`src/rtl/sram_rr_arbiter_pkg.sv`:
```
// Shared constants and types for the two-port round-robin SRAM arbiter.
// The macro geometry matches sky130_sram_1rw_tiny.
package sram_arb_pkg;

   localparam int unsigned ADDR_W = 5;
   localparam int unsigned DATA_W = 9;
   localparam int unsigned MASK_W = 4;
   localparam int unsigned DEPTH  = 2 ** ADDR_W;

   localparam logic [MASK_W-1:0] WMASK_ALL = '1;

   typedef enum logic {
      ST_INIT,
      ST_RUN
   } state_t;

endpackage

```
`src/rtl/sram_rr_arbiter_rr_arb2.sv`:
```
// Two-way round-robin arbiter: combinational grant from the request
// vector plus a one-bit pointer naming the port favoured on contention.
module rr_arb2 (
   input  logic       clk,
   input  logic       rst_n,
   input  logic [1:0] valid,
   input  logic       accept,
   output logic [1:0] grant
);

   // 0 favours port 0, 1 favours port 1
   logic r_ptr;

   // Grant the lone requester, or the favoured one when both request
   always_comb begin
      grant = '0;
      case (valid)
         2'b01:   grant = 2'b01;
         2'b10:   grant = 2'b10;
         2'b11:   grant = r_ptr ? 2'b10 : 2'b01;
         default: grant = '0;
      endcase
   end

   // After a handshake the other port becomes the favoured one
   always_ff @(posedge clk or negedge rst_n) begin
      if (!rst_n) begin
         r_ptr <= 1'b0;
      end else if (accept && (grant != 2'b00)) begin
         r_ptr <= grant[0];
      end
   end

endmodule

```
`src/rtl/sram_rr_arbiter.sv`:
```
// Shares one single-port SRAM macro between two requesters with
// round-robin arbitration, one access per clock. Macro inputs are driven
// combinationally from the granted request; read data is returned on a
// per-port strobe one cycle after the accept edge.
// Optional build macro SRAM_ARB_INIT_CLEAR_EN: after reset, clear every
// word to zero before accepting requests (busy high meanwhile).
module sram_rr_arbiter
   import sram_arb_pkg::*;
(
   input  logic              clk,
   input  logic              rst_n,
   input  logic              req0_valid,
   output logic              req0_ready,
   input  logic              req0_we,
   input  logic [ADDR_W-1:0] req0_addr,
   input  logic [DATA_W-1:0] req0_wdata,
   input  logic [MASK_W-1:0] req0_wmask,
   input  logic              req1_valid,
   output logic              req1_ready,
   input  logic              req1_we,
   input  logic [ADDR_W-1:0] req1_addr,
   input  logic [DATA_W-1:0] req1_wdata,
   input  logic [MASK_W-1:0] req1_wmask,
   output logic              rsp0_valid,
   output logic [DATA_W-1:0] rsp0_rdata,
   output logic              rsp1_valid,
   output logic [DATA_W-1:0] rsp1_rdata,
   output logic              sram_csb,
   output logic              sram_web,
   output logic [MASK_W-1:0] sram_wmask,
   output logic [ADDR_W-1:0] sram_addr,
   output logic [DATA_W-1:0] sram_din,
   input  logic [DATA_W-1:0] sram_dout,
   output logic              busy
);

   // Low while reset is asserted and until the first edge after release,
   // so every output shows its reset value without combinational use of rst_n
   logic              r_live;
   logic [1:0]        r_rsp_valid;
   logic              w_run;
   logic              w_init_wr;
   logic [ADDR_W-1:0] w_init_addr;
   logic [1:0]        w_valid;
   logic [1:0]        w_grant;
   logic              w_accept;

   // Release the datapath on the first edge after reset deasserts
   always_ff @(posedge clk or negedge rst_n) begin
      if (!rst_n) begin
         r_live <= 1'b0;
      end else begin
         r_live <= 1'b1;
      end
   end

`ifdef SRAM_ARB_INIT_CLEAR_EN
   state_t            r_state;
   logic [ADDR_W-1:0] r_init_addr;

   // Clear sweep: one zero write per cycle, then hand over to RUN
   always_ff @(posedge clk or negedge rst_n) begin
      if (!rst_n) begin
         r_state     <= ST_INIT;
         r_init_addr <= '0;
      end else begin
         case (r_state)
            ST_INIT: begin
               if (r_live) begin
                  if (r_init_addr == ADDR_W'(DEPTH - 1)) begin
                     r_state <= ST_RUN;
                  end else begin
                     r_init_addr <= r_init_addr + 1'b1;
                  end
               end
            end
            default: r_state <= ST_RUN;
         endcase
      end
   end

   assign w_run       = r_live && (r_state == ST_RUN);
   assign w_init_wr   = r_live && (r_state == ST_INIT);
   assign w_init_addr = r_init_addr;
   assign busy        = (r_state == ST_INIT);
`else
   assign w_run       = r_live;
   assign w_init_wr   = 1'b0;
   assign w_init_addr = '0;
   assign busy        = 1'b0;
`endif

   assign w_valid  = {req1_valid, req0_valid} & {2{w_run}};
   assign w_accept = |w_grant;

   rr_arb2 u_arb (
      .clk    (clk),
      .rst_n  (rst_n),
      .valid  (w_valid),
      .accept (w_accept),
      .grant  (w_grant)
   );

   assign req0_ready = w_grant[0];
   assign req1_ready = w_grant[1];

   // Macro drive: clear sweep, granted request, or idle
   always_comb begin
      sram_csb   = 1'b1;
      sram_web   = 1'b1;
      sram_wmask = '0;
      sram_addr  = '0;
      sram_din   = '0;
      if (w_init_wr) begin
         sram_csb   = 1'b0;
         sram_web   = 1'b0;
         sram_wmask = WMASK_ALL;
         sram_addr  = w_init_addr;
      end else if (w_grant[0]) begin
         sram_csb   = 1'b0;
         sram_web   = ~req0_we;
         sram_wmask = req0_we ? req0_wmask : '0;
         sram_addr  = req0_addr;
         sram_din   = req0_wdata;
      end else if (w_grant[1]) begin
         sram_csb   = 1'b0;
         sram_web   = ~req1_we;
         sram_wmask = req1_we ? req1_wmask : '0;
         sram_addr  = req1_addr;
         sram_din   = req1_wdata;
      end
   end

   // Flag an accepted read so its port sees data in the following cycle
   always_ff @(posedge clk or negedge rst_n) begin
      if (!rst_n) begin
         r_rsp_valid <= '0;
      end else begin
         r_rsp_valid <= {w_grant[1] & ~req1_we, w_grant[0] & ~req0_we};
      end
   end

   assign rsp0_valid = r_rsp_valid[0];
   assign rsp1_valid = r_rsp_valid[1];
   assign rsp0_rdata = r_rsp_valid[0] ? sram_dout : '0;
   assign rsp1_rdata = r_rsp_valid[1] ? sram_dout : '0;

endmodule

```
`config.mk`:
```
export PLATFORM = sky130hd
export DESIGN_NAME = sram_rr_arbiter
export DESIGN_NICKNAME = d
export VERILOG_FILES = /design/src/rtl/sram_rr_arbiter_pkg.sv /design/src/rtl/sram_rr_arbiter_rr_arb2.sv /design/src/rtl/sram_rr_arbiter.sv
export SDC_FILE = /design/constraint.sdc
export NUM_CORES = 1
export LEC_CHECK = 0
export ABC_AREA = 1
export BUFFER_PORTS_ARGS = -buffer_cell sky130_fd_sc_hd__buf_2
export CAP_MARGIN = 0
export CORE_MARGIN = 2
export CORE_UTILIZATION = 30
export CTS_BUF_LIST = sky130_fd_sc_hd__clkbuf_8
export DETAILED_ROUTE_END_ITERATION = 8
export PLACE_DENSITY_LB_ADDON = 0.05
export SYNTH_ARGS = -nofsm -noshare
export SYNTH_HDL_FRONTEND = slang
export SYNTH_HIERARCHICAL = 1
export SYNTH_SLANG_ARGS = --single-unit
export TNS_END_PERCENT = 30
```
`constraint.sdc`:
```
create_clock -name clk -period 1.7 [get_ports clk]
set_clock_uncertainty 0.2 [all_clocks]
set_input_delay 0.17 -clock clk [delete_from_list [all_inputs] [get_ports clk]]
set_output_delay 0.17 -clock clk [all_outputs]
set_load 0.02 [all_outputs]
```
==> flow_metrics.env <==
export IMPL_critPathSlowestCell="dfrtp_1"
export IMPL_drc=0
export IMPL_fp_dieW_um=50.2
export IMPL_synth_top_family_by_area="simple AND/OR/NAND/NOR gates"
export IMPL_worstPathRequired_ns=1.33
export IMPL_dp_hpwl_mm=1.82
export IMPL_min_period_ns=1.84
export IMPL_place_inst=248
export IMPL_portBuffers=92
export IMPL_finalCritPeriodShare_pct=108
export IMPL_status="complete, but fails checks"
export IMPL_synth_simple_area_share_pct=55.8
export IMPL_synth_nets=184
export IMPL_wl_mm=2.64
export IMPL_hold_viol_final=0
export IMPL_finalPower_uw=740
export IMPL_die_area_um2=2520
export IMPL_clk_pin_slew_ns=0.03
export IMPL_start_kind="register"
export IMPL_timing_fmax_ghz=0.544
export IMPL_synth_area_leaders="nand2_1, inv_1, dfrtp_1"
export IMPL_core_um2=1980
export IMPL_finalSetupViolations=21
export IMPL_synth_distinct_cells=17
export IMPL_fin_ws_ns=-0.138
export IMPL_path_common_cell="nand2_1"
export IMPL_drv_cap=0
export IMPL_synth_warnings=6
export IMPL_clk_latency_ns=0.23
export IMPL_max_vdd_ir_drop_mv=0.432
export IMPL_seq_area_frac_synth_pct=15.7
export IMPL_start_util_pct=32.3
export IMPL_dr_total_vias=1121
export IMPL_cp_end_kind="output pin"
export IMPL_drive_gt1_share_pct=55.1
export IMPL_synth_xor_area_share_pct=0
export IMPL_cts_tree="yes"
export IMPL_cp_max_fo=6
export IMPL_powerDensity_nw_per_um2=524
export IMPL_critPathMaxStageDelay_ns=0.36
export IMPL_synthCells=133
export IMPL_ys_ff_latch=4
export IMPL_diodes=0
export IMPL_dieHeight_um=50.2
export IMPL_layout_common_cells="buf_2, nand2_1, inv_1"
export IMPL_antenna_found_initial=0
export IMPL_grt_pass1_vias=1140
export IMPL_final_common_cell="buf_2"
export IMPL_worstPathCellList="nand2_1 > inv_2 > a21boi_4 > buf_6 > nor2_4 > nand2_1 > nand2_1 > buf_6"
export IMPL_maxSlewViolCount=0
export IMPL_syn_area_per_cell_um2=4.81
export IMPL_cts_sinks=4
export IMPL_worstSetupPathType="register to output pin"
export IMPL_area_delta_synth_final_pct=121
export IMPL_viasPerCell=4.30
export IMPL_ant_nets=0
export IMPL_place_congestion=0.682
export IMPL_synth_compound_area_share_pct=3.13
export IMPL_dr_pass1_iters=3
export IMPL_max_clock_path_buffers=2
export IMPL_post_drt_wl_per_cell_um=10.1
export IMPL_cp_top_family="simple AND/OR/NAND/NOR gates"
export IMPL_overflow=0
export IMPL_grt_pass1_wl_mm=4.39
export IMPL_synth_adder_area_share_pct=0
export IMPL_leakage_nw=1.03
export IMPL_cp_arrival_ns=1.47
export IMPL_cts_htree_levels=1
export IMPL_num_nets_final=287
export IMPL_worst_path_buf_inv=3
export IMPL_numCtsBuffers=3
export IMPL_cts_root_buf="clkbuf_8"
export IMPL_synth_top_area_share_pct=48.1
export IMPL_postPlaceCellArea_um2=1130
export IMPL_yosys_area_top_type="nand2_1"
export IMPL_rsz0062_at_grt="yes"
export IMPL_io_pin_count=94
export IMPL_track_usage_pct=22.1
export IMPL_stdcell_count=261
export IMPL_finalInstanceArea_um2=1410
export IMPL_rows=16
export IMPL_synth_mux_area_share_pct=0
export IMPL_violations="setup timing"
export IMPL_syn_area_um2=639
export IMPL_drtIter0Drc=8
export IMPL_grt_max_degree=11
export IMPL_worst_hold_path_type="primary input to register"
export IMPL_fin_util_pct=71.3
## logic make-up after synthesis
logic type,Yosys count
compound gates,3
buf+inv,35
flops,4
other cells,2
simple gates,89
## registers in the layout (all words and copies together) (netlist names)
register and flops:
r_live 1, r_rsp_valid 2, u_arb/r_ptr 1
## cells in the mapped netlist, drive strengths merged
cell type / instances
clkbuf: 2
a21boi: 2
o21ai: 1
nor2: 4
buf: 4
nand2: 84
nand3: 1
inv: 29
conb: 2
dfrtp: 4
## routing by layer
metal / part of all wire, % / vias to the layer above / wire (µm) / GRT usage, %
met4: 0.64 / 0 / 17 / 3.70
met5: 0 / - / 0 / 0
met2: 55 / 58 / 1440 / 45.4
met1: 36 / 486 / 953 / 22.4
li1: - / 575 / - / -
met3: 8.5 / 2 / 225 / 4.76
## report_power, final
part / switching (mW) / internal (mW) / leakage, nW
logic: 0.223 / 0.187 / 0.960
registers: 0.0105 / 0.107 / 0.0509
clock network: 0.0604 / 0.152 / 0.0216
## layout make-up
cell class | count | area, µm²
inverter | 29 | 111
clock buffer | 3 | 41.3
tap | 27 | 33.8
multi-input combinational | 97 | 479
timing repair buffer | 101 | 647
fill | 174 | 569
sequential | 4 | 100
## stage by stage
step                      TNS [ns]  setup slack (ns)  hold WS, ns
after floorplan            -0.0700           -0.0106       -0.326
after global placement           0            0.0152       -0.222
after detailed placement   -0.0403           -0.0250       -0.220
after CTS                    -2.06            -0.120      0.00219
after global routing         -3.72            -0.225       0.0362
final                        -2.15            -0.138      0.00300
## final timing paths
kind                            slack, ns        start             end  cells after the start
worst max-delay path                -0.14       r_live     sram_din[3]                      8
worst min-delay path                0.003      req1_we  r_rsp_valid[1]                      2
worst max register to register       0.12       r_live     u_arb/r_ptr                      9
worst min register to register       0.37  u_arb/r_ptr     u_arb/r_ptr                      3
max in group asynchronous            1.10        rst_n          r_live                      2
min in group asynchronous            0.08        rst_n     u_arb/r_ptr                      2
## repair_timing
item	4_1_cts	5_1_grt
gates cloned	4	0
hold buffers	2	0
hold endpoints to repair	5	0
gates resized for setup	42	13
endpoints found under the setup margin	22	21
setup buffers	4	0
pin swaps	7	4
Note: power is estimated with default switching activity, not from simulation.
